### src/rtl/exc_track_if.sv
// exc_track_if: pipeline-side and CP0-side signals of the exception tracker.
// master = pipeline/CP0 driver, slave = exc_track.
interface exc_track_if #(
    parameter int unsigned STAGES = 4,
    parameter int unsigned CODE_W = 5,
    parameter int unsigned PC_W   = 32
);
    logic                     in_valid;
    logic [PC_W-1:0]          in_pc;
    logic                     in_bd;
    logic                     stall;
    logic [STAGES-1:0]        inj_vld;
    logic [STAGES*CODE_W-1:0] inj_code;
    logic                     int_req;
    logic                     eret_commit;

    logic                     exc_take;
    logic                     flush;
    logic [PC_W-1:0]          epc;
    logic [CODE_W-1:0]        cause_code;
    logic                     cause_bd;
    logic                     exl;
    logic                     commit_exc;

    modport master (
        output in_valid, in_pc, in_bd, stall, inj_vld, inj_code, int_req, eret_commit,
        input  exc_take, flush, epc, cause_code, cause_bd, exl, commit_exc
    );

    modport slave (
        input  in_valid, in_pc, in_bd, stall, inj_vld, inj_code, int_req, eret_commit,
        output exc_take, flush, epc, cause_code, cause_bd, exl, commit_exc
    );
endinterface

### src/rtl/exc_track.sv
// exc_track: carries PC / delay-slot flag / first exception code down the
// pipe and takes exceptions and interrupts precisely at the commit stage.
// Optional feature macro: EXC_BD_EN (branch-delay-slot tracking for EPC/BD).
module exc_track #(
    parameter int unsigned STAGES      = 4,
    parameter int unsigned CODE_W      = 5,
    parameter int unsigned PC_W        = 32,
    parameter int unsigned STALL_STAGE = 2,
    parameter int unsigned INT_CODE    = 0
) (
    input logic        clk,
    input logic        rst_n,
    exc_track_if.slave bus
);
    localparam int unsigned C = STAGES - 1;

    typedef enum logic [1:0] {s_run, s_take, s_exl} state_t;

    state_t            state;
    logic [STAGES-1:0] valid;
    logic [STAGES-1:0] has_exc;
    logic [PC_W-1:0]   pc   [STAGES];
    logic [CODE_W-1:0] code [STAGES];

    logic [STAGES-1:0] nxt_valid;
    logic [STAGES-1:0] nxt_has_exc;
    logic [PC_W-1:0]   nxt_pc   [STAGES];
    logic [CODE_W-1:0] nxt_code [STAGES];

    logic [STAGES-1:0] eff_exc_c;
    logic [CODE_W-1:0] eff_code_c [STAGES];
    logic              int_hit_c;
    logic              take_c;
    logic [PC_W-1:0]   epc_nxt_c;

    logic              exc_take_q;
    logic [PC_W-1:0]   epc_q;
    logic [CODE_W-1:0] cause_code_q;
    logic              exl_q;
    logic              commit_exc_q;

`ifdef EXC_BD_EN
    logic [STAGES-1:0] bd;
    logic [STAGES-1:0] nxt_bd;
    logic              cause_bd_q;
`else
    logic              unused_bd;
    assign unused_bd = bus.in_bd;
`endif

    // Per-stage effective exception: stored fault wins over a new local one.
    always_comb begin
        for (int unsigned i = 0; i < STAGES; i++) begin
            eff_exc_c[i]  = valid[i] & (has_exc[i] | bus.inj_vld[i]);
            eff_code_c[i] = has_exc[i] ? code[i] : bus.inj_code[i*CODE_W +: CODE_W];
        end
    end

    // Commit-stage take decision; interrupts only while no handler is active.
    assign int_hit_c = valid[C] & bus.int_req & (state == s_run);
    assign take_c    = (state != s_take) & (eff_exc_c[C] | int_hit_c);

`ifdef EXC_BD_EN
    assign epc_nxt_c = bd[C] ? (pc[C] - PC_W'(4)) : pc[C];
`else
    assign epc_nxt_c = pc[C];
`endif

    // Next pipe contents: advance, hold/bubble on stall, clear on flush.
    always_comb begin
        nxt_valid   = valid;
        nxt_has_exc = eff_exc_c;
        nxt_pc      = pc;
        nxt_code    = eff_code_c;
`ifdef EXC_BD_EN
        nxt_bd      = bd;
`endif
        if (state == s_take) begin
            nxt_valid   = '0;
            nxt_has_exc = '0;
        end else begin
            if (!bus.stall) begin
                nxt_valid[0]   = bus.in_valid;
                nxt_has_exc[0] = 1'b0;
                nxt_pc[0]      = bus.in_pc;
                nxt_code[0]    = '0;
`ifdef EXC_BD_EN
                nxt_bd[0]      = bus.in_bd;
`endif
            end else if (STALL_STAGE == 0) begin
                nxt_valid[0]   = 1'b0;
                nxt_has_exc[0] = 1'b0;
            end
            for (int unsigned i = 1; i < STAGES; i++) begin
                if (!bus.stall || i > STALL_STAGE) begin
                    nxt_valid[i]   = valid[i-1];
                    nxt_has_exc[i] = eff_exc_c[i-1];
                    nxt_pc[i]      = pc[i-1];
                    nxt_code[i]    = eff_code_c[i-1];
`ifdef EXC_BD_EN
                    nxt_bd[i]      = bd[i-1];
`endif
                end else if (i == STALL_STAGE) begin
                    nxt_valid[i]   = 1'b0;
                    nxt_has_exc[i] = 1'b0;
                end
            end
        end
    end

    // Pipe registers and the registered commit-stage pending flag.
    always_ff @(posedge clk or negedge rst_n) begin
        if (!rst_n) begin
            valid        <= '0;
            has_exc      <= '0;
            pc           <= '{default: '0};
            code         <= '{default: '0};
            commit_exc_q <= 1'b0;
`ifdef EXC_BD_EN
            bd           <= '0;
`endif
        end else begin
            valid        <= nxt_valid;
            has_exc      <= nxt_has_exc;
            pc           <= nxt_pc;
            code         <= nxt_code;
            commit_exc_q <= nxt_valid[C] & nxt_has_exc[C];
`ifdef EXC_BD_EN
            bd           <= nxt_bd;
`endif
        end
    end

    // RUN / TAKE / EXL sequencer with CP0 capture registers.
    always_ff @(posedge clk or negedge rst_n) begin
        if (!rst_n) begin
            state        <= s_run;
            exc_take_q   <= 1'b0;
            epc_q        <= '0;
            cause_code_q <= '0;
            exl_q        <= 1'b0;
`ifdef EXC_BD_EN
            cause_bd_q   <= 1'b0;
`endif
        end else begin
            exc_take_q <= 1'b0;
            case (state)
                s_run, s_exl: begin
                    if (take_c) begin
                        state        <= s_take;
                        exc_take_q   <= 1'b1;
                        exl_q        <= 1'b1;
                        cause_code_q <= int_hit_c ? CODE_W'(INT_CODE) : eff_code_c[C];
`ifdef EXC_BD_EN
                        cause_bd_q   <= bd[C];
`endif
                        if (state == s_run) begin
                            epc_q <= epc_nxt_c;
                        end
                    end else if (state == s_exl && bus.eret_commit) begin
                        state <= s_run;
                        exl_q <= 1'b0;
                    end
                end
                s_take:  state <= s_exl;
                default: state <= s_run;
            endcase
        end
    end

    assign bus.exc_take   = exc_take_q;
    assign bus.flush      = exc_take_q;
    assign bus.epc        = epc_q;
    assign bus.cause_code = cause_code_q;
    assign bus.exl        = exl_q;
    assign bus.commit_exc = commit_exc_q;
`ifdef EXC_BD_EN
    assign bus.cause_bd   = cause_bd_q;
`else
    assign bus.cause_bd   = 1'b0;
`endif

endmodule

### src/flat_wrapper.sv
// flat-port wrapper written by rule: the top's interface ports become plain ports
module exc_track_flat 
#(
    parameter int unsigned STAGES      = 4,
    parameter int unsigned CODE_W      = 5,
    parameter int unsigned PC_W        = 32,
    parameter int unsigned STALL_STAGE = 2,
    parameter int unsigned INT_CODE    = 0
)
  (clk, rst_n, bus_in_valid, bus_in_pc, bus_in_bd, bus_stall, bus_inj_vld, bus_inj_code, bus_int_req, bus_eret_commit, bus_exc_take, bus_flush, bus_epc, bus_cause_code, bus_cause_bd, bus_exl, bus_commit_exc);
  exc_track_if #(.STAGES(STAGES), .CODE_W(CODE_W), .PC_W(PC_W)) bus_i ();
  input logic clk;
  input logic rst_n;
  input wire logic [$bits(bus_i.in_valid)-1:0] bus_in_valid;
  input wire logic [$bits(bus_i.in_pc)-1:0] bus_in_pc;
  input wire logic [$bits(bus_i.in_bd)-1:0] bus_in_bd;
  input wire logic [$bits(bus_i.stall)-1:0] bus_stall;
  input wire logic [$bits(bus_i.inj_vld)-1:0] bus_inj_vld;
  input wire logic [$bits(bus_i.inj_code)-1:0] bus_inj_code;
  input wire logic [$bits(bus_i.int_req)-1:0] bus_int_req;
  input wire logic [$bits(bus_i.eret_commit)-1:0] bus_eret_commit;
  output wire logic [$bits(bus_i.exc_take)-1:0] bus_exc_take;
  output wire logic [$bits(bus_i.flush)-1:0] bus_flush;
  output wire logic [$bits(bus_i.epc)-1:0] bus_epc;
  output wire logic [$bits(bus_i.cause_code)-1:0] bus_cause_code;
  output wire logic [$bits(bus_i.cause_bd)-1:0] bus_cause_bd;
  output wire logic [$bits(bus_i.exl)-1:0] bus_exl;
  output wire logic [$bits(bus_i.commit_exc)-1:0] bus_commit_exc;
  assign bus_i.in_valid = bus_in_valid;
  assign bus_i.in_pc = bus_in_pc;
  assign bus_i.in_bd = bus_in_bd;
  assign bus_i.stall = bus_stall;
  assign bus_i.inj_vld = bus_inj_vld;
  assign bus_i.inj_code = bus_inj_code;
  assign bus_i.int_req = bus_int_req;
  assign bus_i.eret_commit = bus_eret_commit;
  assign bus_exc_take = bus_i.exc_take;
  assign bus_flush = bus_i.flush;
  assign bus_epc = bus_i.epc;
  assign bus_cause_code = bus_i.cause_code;
  assign bus_cause_bd = bus_i.cause_bd;
  assign bus_exl = bus_i.exl;
  assign bus_commit_exc = bus_i.commit_exc;
  exc_track #(.STAGES(STAGES), .CODE_W(CODE_W), .PC_W(PC_W), .STALL_STAGE(STALL_STAGE), .INT_CODE(INT_CODE)) u_core (.clk(clk), .rst_n(rst_n), .bus(bus_i));
endmodule
### config.mk
export PLATFORM = sky130hd
export DESIGN_NAME = exc_track_flat
export DESIGN_NICKNAME = d
export VERILOG_FILES = /design/src/rtl/exc_track_if.sv /design/src/rtl/exc_track.sv /design/src/flat_wrapper.sv
export SDC_FILE = /design/constraint.sdc
export NUM_CORES = 1
export LEC_CHECK = 0
export BUFFER_PORTS_ARGS = -buffer_cell sky130_fd_sc_hd__buf_2
export CAP_MARGIN = 20
export CELL_PAD_IN_SITES_DETAIL_PLACEMENT = 1
export CELL_PAD_IN_SITES_GLOBAL_PLACEMENT = 2
export CORE_MARGIN = 2
export CORE_UTILIZATION = 30
export DETAILED_ROUTE_END_ITERATION = 8
export PLACE_DENSITY = 0.58
export SLEW_MARGIN = 15
export SYNTH_ARGS = -nofsm -noshare
export SYNTH_HDL_FRONTEND = slang
export SYNTH_SLANG_ARGS = --single-unit
### constraint.sdc
create_clock -name clk -period 4.4 [get_ports clk]
set_clock_uncertainty 0.2 [all_clocks]
set_input_delay 0.44 -clock clk [delete_from_list [all_inputs] [get_ports clk]]
set_output_delay 0.44 -clock clk [all_outputs]
set_load 0.02 [all_outputs]
# After elaboration in Yosys (flattened, before gate mapping)

Cells that the tools add are included.

Multiplexer cells: 24
Equal/unequal tests: 5
Bitwise logic cells: 15
Reductions and logical operators: 8

Operators with widths:

| cell                                                            | count |
|---|---|
| 5-bit two-way mux                                               | 8 |
| 20-bit two-way mux                                              | 1 |
| 1-bit two-way mux                                               | 10 |
| 1-bit AND                                                       | 8 |
| 4-bit two-way mux                                               | 2 |
| 2-bit AND reduction                                             | 3 |
| 1-bit OR                                                        | 5 |
| 2-bit two-way mux                                               | 2 |
| 2-bit by 1-bit != test with 1-bit output, second input constant | 2 |
| 2-bit case mux with 2 select lines                              | 1 |
| 3-bit by 1-bit != test with 1-bit output, second input constant | 1 |
| 3-bit AND reduction                                             | 1 |
| 2-bit by 1-bit == test with 1-bit output, second input constant | 1 |
| 2-bit == test, second input constant                            | 1 |
| 2-bit logical NOT                                               | 1 |
| 1-bit NOT                                                       | 2 |
| 2-bit nonzero test                                              | 1 |
| 2-bit OR reduction                                              | 1 |
| 1-bit logical AND                                               | 1 |

Bits in registers: 198
Word-level logic and storage cells: 69
Bits of input ports: 63
Output and inout bits: 42

# Logic depth before layout (Yosys ltp)

Gate-level depths: netlist of run 1.

Word-level depth: 6
Mapped depth: 6
Mapped depth without buffers: 3

# Worst setup path before layout of run 1

Ideal clock, no wire load.

Kind: flip-flop to flip-flop
Start point: reg u_core.state[0]
End point: reg u_core.epc_q[10] (netlist: u_core.bus.epc[10])
Slack: 2.662 ns
Library setup time: 0.125 ns
Clock period less this slack: 1.738 ns
Buffers on the path: 1
Arrival time: 1.413 ns
Required time: 4.075 ns
Cell stages (with the launch flop): 5
Cells stage by stage: dfrtp_1 nand2b_1 nor3_2 buf_4 mux2_2

Word-level cells in the longest chain between the ends: 5
Elaborated cells on any way between the ends: 8
Those cells by class: 2 x eq/ne; 3 x bitwise; 3 x reduce/logical

Ends and longest elaborated chain:

| what                              | line                                                | source |
|---|---|---|
| from (decl)                       | exc_track.sv:19                                     | `state_t state;` |
| from (signal assigned)            | exc_track.sv:137                                    | `state <= s_run;` |
| from (signal assigned)            | exc_track.sv:150                                    | `state <= s_take;` |
| from (signal assigned)            | exc_track.sv:161                                    | `state <= s_run;` |
| 2-bit logical NOT                 | exc_track.sv:60, exc_track.sv:147, exc_track.sv:157 |  |
| 1-bit AND                         | exc_track.sv:60                                     | `assign int_hit_c = valid[C] & bus.int_req & (state == s_run);` |
| 1-bit OR                          | exc_track.sv:61                                     | `assign take_c = (state != s_take) & (eff_exc_c[C] \| int_hit_c);` |
| 1-bit AND                         | exc_track.sv:61                                     |  |
| 3-bit AND reduction (no line) (*) | --                                                  |  |
| to (signal assigned)              | exc_track.sv:158                                    | `epc_q <= epc_nxt_c;` |
| to (decl)                         | exc_track.sv:37                                     | `logic [PC_W-1:0] epc_q;` |

Mark *: on every way between the ends. The rest lies on a longest branch, timed or not.
A chain may end at the register's enable or synchronous reset.

# Final worst setup path of run 1

Start point: reg u_core.state[0]
End point: reg u_core.pc[120] in the netlist's numbering

Word-level cells in the longest chain between the ends: 3

Ends and longest elaborated chain:

| what                                     | line             | source |
|---|---|---|
| 2-bit by 1-bit == test with 1-bit output | exc_track.sv:78  | `if (state == s_take) begin` |
| 1-bit NOT (no line)                      | --               |  |
| 2-bit AND reduction (no line)            | --               |  |
| to (signal assigned)                     | exc_track.sv:125 | `pc <= nxt_pc;` |
| to (decl)                                | exc_track.sv:22  | `logic [PC_W-1:0] pc [STAGES];` |

Every way passes these cells.

==> results.py, run 1 <==
metrics = {
    "clocking": {
        "path_clk_slew_ns": 0.08,
        "clockBufferDepth": 2,
        "cts_tree": "done",
        "cts_resized": 0,
        "clock-sinks": 198,
        "cts-buffers-inserted": 17,
        "clock_latency_ns": 0.43,
        "h-tree-depth": 4,
        "root_buffer": "clkbuf_16",
    },
    "die": {
        "pin_count": 105,
        "die_height_um": 165.8,
        "dieArea_mm2": 0.02750,
        "num_rows": 59,
        "die_x_um": 165.8,
        "core_mm2": 0.02591,
        "initial_core_util_pct": 30.32,
    },
    "min_path": {
        "hold_end": "u_core.pc[106]",
        "worstHoldPathCells": 2,
        "min-delay-start": "bus_in_pc[10]",
        "min_path_type": "input pin to flop",
    },
    "routing": {
        "vias": 4342,
        "wl_met2_um": 7292,
        "ant_nets": 0,
        "met1_length_um": 7601,
        "drc": 0,
        "topRoutingLayerUsed": "met5",
        "drt_iter0_markers": 200,
        "drt-total-wl_um": 15690,
        "wl_met3_um": 561,
        "post_drt_wl_per_cell_um": 15.96,
        "via_per_inst": 4.417,
        "drt_pass1_iterations": 4,
    },
    "yosys": {
        "synth_top_area_cell": "dfrtp_1",
        "yosys-top-cells-area": "dfrtp_1, mux2_4, mux2_2, nand2_1, mux2i_1",
        "synth_most_common_cell": "dfrtp_1",
        "synth_cell_types": 28,
        "synth-seq-cells": 198,
        "synth_common_cells": "dfrtp_1, nand2_1, mux2_4",
        "synth_edf_count": 0,
        "synth-async-reset-ratio_pct": 100.0,
        "synth.top_cell.area_share_pct": 63.06,
        "yosysSeqAreaShare_pct": 63.06,
        "synth_ff_type": "dfrtp_1",
        "syn_avg_cell_area_um2": 14.63,
        "postSynthCellCount": 537,
        "syn_nets": 600,
        "mappedNetlistArea_mm2": 0.007858,
        "yosysWarnings": 0,
    },
    "power": {
        "seq_power_share_pct": 49.2,
        "p_clk_share_pct": 27.5,
        "p_int_mw": 3.738,
        "powerDensity_mw_per_mm2": 584.1,
        "vdd_drop_max_v": 0.0001975,
        "p_leak_nw": 4.340,
        "net-switching-power_mw": 1.648,
        "total_power_mw": 5.386,
        "comb_power_share_pct": 23.3,
        "p_sw_share_pct": 30.60,
    },
    "timing": {
        "timing.hold.ws_ns": 0.03192,
        "clock.fmax_mhz": 461.9,
        "max_slew_margin_pct": 37.49,
        "hold_viol_final": 0,
        "fin_ws_ns": 2.235,
        "finalCritPeriodShare_pct": 49.21,
        "drv_slew": 0,
        "tightest_slew_ns": 0.9376,
        "fin_setup_tns_ns": 0,
        "grt_setup_unrepaired": "false",
        "setup_violations": 0,
        "min_period_ns": 2.165,
    },
    "setup_path": {
        "crit_arrival_ns": 2.28,
        "crit_family": "flip-flops",
        "worstSetupPathType": "flop to flop",
        "path_buf_inv": 1,
        "rr_worst_depth": 4,
        "cpPeakStageDelay_ns": 0.44,
        "cp_data_required_time_ns": 4.51,
        "crit_chain": "nor2b_4 -> nor2_4 -> buf_12 -> mux2_2",
        "regToRegStartpoint": "u_core.state[0]",
        "cp-end-kind": "flop",
        "reg2reg_slack_ns": 2.23,
        "slowest_stage": "dfrtp_1",
        "rr_endpoint": "u_core.pc[120]",
        "cp.depth": 4,
        "crit_start": "u_core.state[0]",
        "worst_setup_path_start_kind": "flop",
        "crit_path_max_fanout": 112,
    },
    "global_routing": {
        "grt_antenna_before_repair": 1,
        "grt-ovfl-total": 0,
        "grt_usage_pct": 12.03,
        "grt_max_degree": 113,
        "grt_pass1_wl_um": 26350,
        "grt_pass1_vias": 4792,
    },
    "run": {
        "cap_violations": 0,
    },
    "placement": {
        "place_congestion": 0.7068,
        "numPortBuffers": 102,
        "hpwl_um": 9827,
        "dp.cells": 950,
        "place_area_mm2": 0.008667,
        "pre_cts_ws_ns": 2.249,
    },
    "cells_and_area": {
        "n_fill_cell": 2703,
        "antenna_cells": 0,
        "stdcell_count": 983,
        "area_growth_pct": 17.36,
        "nets": 698,
        "drive_above_1_share_pct": 41.67,
        "stdcell_area_mm2": 0.009221,
        "final_util_pct": 35.59,
    },
    "status": {
        "status": "complete, no violations",
    },
}
-- final cells by class --
| cell class | count | area [µm²] | area share, % |
|---|---|---|---|
| clock buffer | 19 | 432.9 | 4.695 |
| clock inverter | 13 | 111.4 | 1.208 |
| timing repair buffer | 109 | 586.8 | 6.364 |
| tap | 335 | 419.2 | 4.545 |
| multi-input combinational | 309 | 2716 | 29.46 |
| sequential | 198 | 4955 | 53.73 |
-- registers in the layout (all words and copies together), names as in the netlist --
signal / count
u_core.code: 20
u_core.valid: 4
u_core.state: 2
u_core.has_exc: 4
u_core.epc_nxt_c: 32
u_core.pc: 96
u_core.bus.epc: 32
u_core.bus.cause_code: 5
u_core.bus.exl: 1
u_core.bus.exc_take: 1
u_core.bus.commit_exc: 1
-- layout by cell type, fill, tap and decap left out, drive strengths merged --
cell type / instances
dfrtp: 198
buf: 107
nand3b: 1
nand2: 99
and2: 2
o21ai: 3
conb: 1
clkinvlp: 2
o211ai: 1
nor3: 4
a21oi: 5
clkbuf: 20
nor2: 14
and4bb: 1
clkinv: 4
nor3b: 1
o21a: 2
a21o: 1
nand2b: 4
mux2i: 35
inv: 7
mux2: 133
nor2b: 2
dlygate4sd3: 1
-- how the worst max path moves through the flow --
| stage | end |
|---|---|
| final | u_core.pc[120] |
| after global routing | u_core.bus.epc[4] |
| after CTS | u_core.bus.epc[4] |
| after detailed placement | u_core.pc[107] |
| after global placement | u_core.pc[106] |
| after floorplan | u_core.bus.epc[10] |
-- power by group through the flow --
stage	sequential, mW	clock [mW]	combinational, mW
4_1_cts	2.66	1.55	1.29
3_3_place_gp	2.67	0	1.24
6_report	2.65	1.48	1.26
5_1_grt	2.74	1.63	1.37
2_1_floorplan	2.82	0	0.702
3_5_place_dp	2.70	0	1.28
-- worst reg2reg max path: cells and delay by family (launching register included) --
family / cells / cell delay, ns
buf+inv: 1 / 0.42
simple gates: 2 / 0.27
flops: 1 / 0.44
mux: 1 / 0.72
-- cells by family after synthesis --
group,share of synthesized area [%]
buffers and inverters,2.580
muxes,26.58
and+or+nand+nor,6.799
DFF,63.06
other,0.04772
AOI/OAI and AO/OA,0.9395
-- what timing repair did --
action                                 CTS  global route
endpoints found under the hold margin   92             0
hold buffers                             1             0
buffers inserted                         0             0
-- per-layer routing --
layer | track usage, % | up-vias
met2 | 18.56 | 80
met1 | 16.44 | 2232
met5 | 0 | -
li1 | - | 2010
met3 | 3.408 | 18
met4 | 3.819 | 2
Note: power is estimated with default switching activity, not from simulation.
==> run 2, diff against run 1 <==
--- a/config.mk
+++ b/config.mk
@@ -5,6 +5,7 @@
 export SDC_FILE = /design/constraint.sdc
 export NUM_CORES = 1
 export LEC_CHECK = 0
+export ABC_AREA = 1
 export BUFFER_PORTS_ARGS = -buffer_cell sky130_fd_sc_hd__buf_2
 export CAP_MARGIN = 20
 export CELL_PAD_IN_SITES_DETAIL_PLACEMENT = 1
@@ -12,7 +13,7 @@
 export CORE_MARGIN = 2
 export CORE_UTILIZATION = 30
 export DETAILED_ROUTE_END_ITERATION = 8
-export PLACE_DENSITY = 0.58
+export PLACE_DENSITY = 0.65
 export SLEW_MARGIN = 15
 export SYNTH_ARGS = -nofsm -noshare
 export SYNTH_HDL_FRONTEND = slang
==> constraint.sdc (replaced) <==
create_clock -name clk -period 2.2 [get_ports clk]
set_clock_uncertainty 0.2 [all_clocks]
set_input_delay 0.22 -clock clk [delete_from_list [all_inputs] [get_ports clk]]
set_output_delay 0.22 -clock clk [all_outputs]
set_load 0.02 [all_outputs]
==> run 2 against run 1 <==
Against the previous run:
- count of clock-buffer cells in the layout rose by 3
- sequential power rose by 100%
- register-to-register slack got worse by 2.0 ns
- wire length rose by 15%
==> results.py, run 2 <==
metrics = {
    "placement": {
        "numPortBuffers": 102,
        "dp.cells": 1280,
        "pre_cts_ws_ns": 0.4669,
        "hpwl_um": 11570,
        "place_congestion": 0.6733,
    },
    "setup_path": {
        "crit_family": "buffers and inverters",
        "crit_arrival_ns": 2.11,
        "worst_setup_path_start_kind": "flop",
        "rr_endpoint": "u_core.valid[0]",
        "crit_path_max_fanout": 13,
        "cpPeakStageDelay_ns": 0.56,
        "reg2reg_slack_ns": 0.20,
        "crit_chain": "nand2_4 -> nand2_4 -> clkinv_2 -> buf_4 -> nand2_1 -> o21ai_0 -> dlygate4sd3_1",
        "worstSetupPathType": "flop to flop",
        "rr_worst_depth": 7,
        "regToRegStartpoint": "u_core.state[0]",
        "path_buf_inv": 3,
        "slowest_stage": "dlygate4sd3_1",
        "cp-end-kind": "flop",
        "cp_data_required_time_ns": 2.31,
        "crit_top_cell": "nand2_4",
    },
    "cells_and_area": {
        "multiInputGateArea_mm2": 0.002421,
        "regArea_mm2": 0.004955,
        "largest_reg_flops": 96,
        "final_util_pct": 38.08,
        "drive_above_1_share_pct": 15.13,
        "mostFrequentLayoutCells": "nand2_1, dfrtp_1, buf_2",
        "nets": 1088,
        "area_growth_pct": 25.92,
        "final_common_cell": "nand2_1",
        "n_fill_cell": 3088,
        "antenna_cells": 0,
        "largest-register": "u_core.pc",
        "stdcell_count": 1373,
    },
    "timing": {
        "min_period_ns": 2.004,
        "finalCritPeriodShare_pct": 91.07,
        "drv_slew": 0,
        "setup_violations": 0,
        "hold_viol_final": 0,
        "fin_setup_tns_ns": 0,
        "fin_ws_ns": 0.1965,
        "clock.fmax_mhz": 499.1,
        "grt_setup_unrepaired": "false",
    },
    "yosys": {
        "mappedNetlistArea_mm2": 0.007814,
        "synth-seq-cells": 198,
        "syn_nets": 939,
        "yosysWarnings": 0,
        "yosysSeqAreaShare_pct": 63.41,
        "synth_cell_types": 22,
        "synth_common_cells": "nand2_1, dfrtp_1, o21ai_0",
        "yosys-top-cells-area": "dfrtp_1, nand2_1, o21ai_0, nand3_1, buf_6",
        "synth_ff_type": "dfrtp_1",
        "synth.top_cell.area_share_pct": 63.41,
        "postSynthCellCount": 876,
        "synth_edf_count": 0,
        "syn_avg_cell_area_um2": 8.920,
        "synth-async-reset-ratio_pct": 100.0,
        "synth_top_area_cell": "dfrtp_1",
        "synth_most_common_cell": "nand2_1",
    },
    "clocking": {
        "clockBufferDepth": 2,
        "path_clk_slew_ns": 0.07,
        "h-tree-depth": 4,
        "cts_tree": "done",
        "root_buffer": "clkbuf_16",
        "clock-sinks": 198,
        "clock_latency_ns": 0.42,
        "cts-buffers-inserted": 17,
        "post-cts-setup-buffer-count": 0,
    },
    "power": {
        "p_leak_nw": 5.303,
        "p_int_mw": 7.560,
        "seq_power_share_pct": 47.5,
        "powerDensity_mw_per_mm2": 1139,
        "net-switching-power_mw": 3.647,
        "p_sw_share_pct": 32.55,
        "comb_power_share_pct": 23.2,
        "vdd_drop_max_v": 0.0004461,
        "p_clk_share_pct": 29.3,
    },
    "run": {
        "cap_violations": 0,
    },
    "global_routing": {
        "grt-ovfl-total": 0,
        "grt_pass1_wl_um": 30760,
        "grt_antenna_before_repair": 0,
        "grt_pass1_vias": 5937,
        "grt_usage_pct": 14.27,
        "grt_max_degree": 111,
    },
    "min_path": {
        "min-delay-start": "bus_inj_code[5]",
        "hold_end": "u_core.code[10]",
        "worstHoldPathCells": 5,
        "min_path_type": "input pin to flop",
    },
    "routing": {
        "via_per_inst": 4.161,
        "drc": 0,
        "vias": 5713,
        "drt-total-wl_um": 18060,
        "post_drt_wl_per_cell_um": 13.16,
        "drt_iter0_markers": 287,
        "ant_nets": 0,
        "drt_pass1_iterations": 4,
    },
    "die": {
        "pin_count": 105,
        "dieArea_mm2": 0.02735,
        "die_x_um": 165.4,
        "core_mm2": 0.02584,
        "initial_core_util_pct": 30.24,
        "die_height_um": 165.4,
        "num_rows": 59,
    },
    "status": {
        "status": "complete, no violations",
    },
}
## run 2: changes by cell type after synthesis, moves of 9 or more
cell / delta
buf_2: +9
inv_1: +30
mux2_2: -62
mux2_4: -64
mux2i_1: -35
nand2_1: +396
nand3_1: +33
o21ai_0: +32
## run 2: timing repair
action                                 CTS  global route
gates resized for setup                  0             2
hold buffers                            61             0
endpoints found under the hold margin  260             0
setup endpoints to repair                0             5
## run 2: cells by family after synthesis
logic type,count (synthesis),synth area share [%]
AO/OA/AOI/OAI,45,2.962
buffers and inverters,79,5.669
flip-flops,198,63.41
other,1,0.04799
AND/OR/NAND/NOR,553,27.91
## run 2: layout make-up
class / count / share of cell area [%]
tap: 335 / 4.260
timing repair buffer: 176 / 13.11
clock buffer: 22 / 4.921
sequential: 198 / 50.36
clock inverter: 10 / 1.450
inverter: 33 / 1.297
multi-input combinational: 599 / 24.61
## run 2: through the flow
stage | hold WS, ns | instance area [µm²] | power, mW
after CTS | 0.00008332 | 9837 | 11.44
final | 0.009606 | 9839 | 11.21
after detailed placement | -0.02764 | 8600 | 7.952
after global routing | 0.02963 | 9839 | 12.04
after floorplan | -0.2756 | 7814 | 7.001
after global placement | -0.02947 | 8600 | 7.877
## run 2: power by group through the flow
stage	sequential (mW)	clock [mW]	combinational [mW]
2_1_floorplan	5.65	0	1.35
3_3_place_gp	5.39	0	2.49
3_5_place_dp	5.40	0	2.55
4_1_cts	5.33	3.43	2.67
5_1_grt	5.47	3.55	3.02
6_report	5.32	3.29	2.60
## run 2: how the worst max path moves through the flow
stage,start,endpoint,cells past startpoint
3_3_place_gp,u_core.state[0],u_core.bus.epc[15],5
3_5_place_dp,u_core.state[0],u_core.bus.epc[1],5
6_report,u_core.state[0],u_core.valid[0],7
5_1_grt,u_core.state[1],u_core.code[0],7
4_1_cts,u_core.state[0],u_core.code[0],5
2_1_floorplan,u_core.state[0],u_core.bus.epc[10],7
## run 2: worst reg2reg max path: stages (launching register included)
cell and delay (ns):
dfrtp_1 0.48, nand2_4 0.13, nand2_4 0.10, clkinv_2 0.08, buf_4 0.19, nand2_1 0.07
o21ai_0 0.07, dlygate4sd3_1 0.56
## run 2: layer usage
metal / track usage, % / vias to the layer above / wire (µm)
li1: - / 2973 / -
met1: 22.25 / 2655 / 10070
met2: 20.19 / 76 / 7323
met3: 2.647 / 9 / 506
met4: 3.644 / 0 / 159
met5: 0 / - / 0
==> run 3, diff against run 2 <==
--- a/config.mk
+++ b/config.mk
@@ -6,14 +6,14 @@
 export NUM_CORES = 1
 export LEC_CHECK = 0
 export ABC_AREA = 1
-export BUFFER_PORTS_ARGS = -buffer_cell sky130_fd_sc_hd__buf_2
 export CAP_MARGIN = 20
 export CELL_PAD_IN_SITES_DETAIL_PLACEMENT = 1
 export CELL_PAD_IN_SITES_GLOBAL_PLACEMENT = 2
 export CORE_MARGIN = 2
 export CORE_UTILIZATION = 30
 export DETAILED_ROUTE_END_ITERATION = 8
-export PLACE_DENSITY = 0.65
+export DONT_BUFFER_PORTS = 1
+export PLACE_DENSITY = 0.6
 export SLEW_MARGIN = 15
 export SYNTH_ARGS = -nofsm -noshare
 export SYNTH_HDL_FRONTEND = slang
==> run 3 against run 2 <==
Against the previous run:
- the run now ends with hold timing left
- die area did not move
- via count is 4.9% lower
- sequential power rose by 9.8%
- sequential share of layout area rose by 3.4 points
- combinational power decreased by 35%
- sequential cell count did not move
- wire length down 2.5%
- design area is 6.4% lower
- maximum frequency grew 5.8%
- worst hold slack worse by 0.72 ns
- count of clock-buffer cells in the layout down 3
- critical path type unchanged
==> results.py, run 3 (same netlist as run 2, synthesis figures left out) <==
metrics = {
    "status": {
        "status": "finished with violations",
        "violations": "hold timing",
    },
    "setup_path": {
        "worstSetupPathType": "flop to flop",
        "slowest_stage": "dlygate4sd3_1",
        "regToRegStartpoint": "u_core.has_exc[2]",
        "cp-end-kind": "flop",
        "path_buf_inv": 1,
        "crit_start": "u_core.has_exc[2]",
        "crit_chain": "o21ai_0 -> o21ai_0 -> dlygate4sd3_1",
        "crit_path_max_fanout": 12,
        "cpPeakStageDelay_ns": 0.58,
        "crit_top_cell": "o21ai_0",
        "crit_family": "buffers and inverters",
        "crit_arrival_ns": 2.00,
        "worst_setup_path_start_kind": "flop",
        "cp_data_required_time_ns": 2.31,
    },
    "min_path": {
        "min_path_type": "input pin to async pin",
    },
    "cells_and_area": {
        "nets": 984,
        "multiInputGateArea_mm2": 0.002421,
        "mostFrequentLayoutCells": "nand2_1, dfrtp_1, dlygate4sd3_1",
        "largest-register": "u_core.pc",
        "area_growth_pct": 17.85,
        "antenna_cells": 0,
        "final_common_cell": "nand2_1",
        "n_fill_cell": 3038,
        "regArea_mm2": 0.004955,
        "largest_reg_flops": 96,
        "drive_above_1_share_pct": 5.032,
    },
    "timing": {
        "fin_ws_ns": 0.3064,
        "timing.hold.ws_ns": -0.7142,
        "drv_slew": 0,
        "hold_viol_final": 198,
        "fin_setup_tns_ns": 0,
        "finalCritPeriodShare_pct": 86.07,
        "grt_setup_unrepaired": "false",
        "max_slew_margin_pct": 63.18,
        "setup_violations": 0,
        "min_period_ns": 1.894,
        "tightest_slew_ns": 0.5523,
        "clock.fmax_mhz": 528.1,
    },
    "clocking": {
        "clockBufferDepth": 2,
        "h-tree-depth": 4,
        "clock-sinks": 198,
        "post-cts-setup-buffer-count": 0,
        "cts_tree": "done",
        "clock_latency_ns": 0.43,
        "path_clk_slew_ns": 0.07,
        "cts-buffers-inserted": 17,
        "root_buffer": "clkbuf_16",
        "cts_hold_buffers": 66,
    },
    "routing": {
        "ant_nets": 0,
        "post_drt_wl_per_cell_um": 13.88,
        "drt_iter0_markers": 284,
        "vias": 5433,
        "drt-total-wl_um": 17620,
        "via_per_inst": 4.281,
        "drt_pass1_iterations": 4,
        "drc": 0,
    },
    "placement": {
        "pre_cts_ws_ns": 0.3494,
        "place_congestion": 0.7215,
        "numPortBuffers": 0,
        "hpwl_um": 11480,
    },
    "die": {
        "core_mm2": 0.02584,
        "die_height_um": 165.4,
        "pin_count": 105,
        "initial_core_util_pct": 30.24,
        "num_rows": 59,
        "die_x_um": 165.4,
        "dieArea_mm2": 0.02735,
    },
    "global_routing": {
        "grt_pass1_vias": 5651,
        "grt-ovfl-total": 0,
        "grt_max_degree": 199,
        "grt_usage_pct": 13.92,
        "grt_antenna_before_repair": 0,
        "grt_pass1_wl_um": 30130,
    },
    "power": {
        "p_leak_nw": 4.796,
        "powerDensity_mw_per_mm2": 1141,
        "vdd_drop_max_v": 0.0003875,
    },
    "run": {
        "cap_violations": 0,
    },
}
## run 3: worst paths after layout
check                                       to  slack [ns]  cells after the start
min in group clk               u_core.state[1]        0.14                      3
hold reg to reg            u_core.epc_nxt_c[3]        0.28                      2
setup / recovery                u_core.code[1]        0.31                      3
max in group asynchronous   u_core.bus.epc[20]        2.03                      0
setup reg to reg                u_core.code[1]        0.31                      3
hold / removal             u_core.bus.exc_take       -0.71                      0
## run 3: power breakdown
group / switching, mW / total [mW] / internal [mW]
Clock: 1.41 / 2.99 / 1.58
Sequential: 1.13 / 5.84 / 4.71
Combinational: 1.04 / 1.68 / 0.640
Total: 3.58 / 10.5 / 6.93
## run 3: cell type report
type / instances / area share, %
Sequential cell: 198 / 53.80
Timing Repair Buffer: 72 / 7.935
Clock inverter: 13 / 1.345
Tap cell: 335 / 4.552
Multi-Input combinational cell: 599 / 26.29
Inverter: 33 / 1.372
Clock buffer: 19 / 4.701
## run 3: metrics by stage
step                      total power, mW  cells  cell area [µm²]  utilization [%]
final                               10.51   1269             9209            35.64
after global routing                11.25   1269             9209            35.64
after CTS                           10.69   1269             9208            35.64
after detailed placement            7.527   1171             7990            30.92
after global placement              7.424   1171             7990            30.92
after floorplan                     7.001    876             7814                -
## run 3: repair_timing
item | 4_1_cts | 5_1_grt
hold endpoints to repair | 264 | 198
gates resized for setup | 0 | 1
endpoints found under the setup margin | 0 | 1
## run 3: per-layer routing
metal  vias up  global-route usage [%]  part of all wire (%)
met5         -                       0                     0
met4         0                   4.467                   1.3
met3        17                   2.622                   4.1
met2        84                   18.88                    39
met1      2559                   22.00                    55
li1       2773                       -                     -
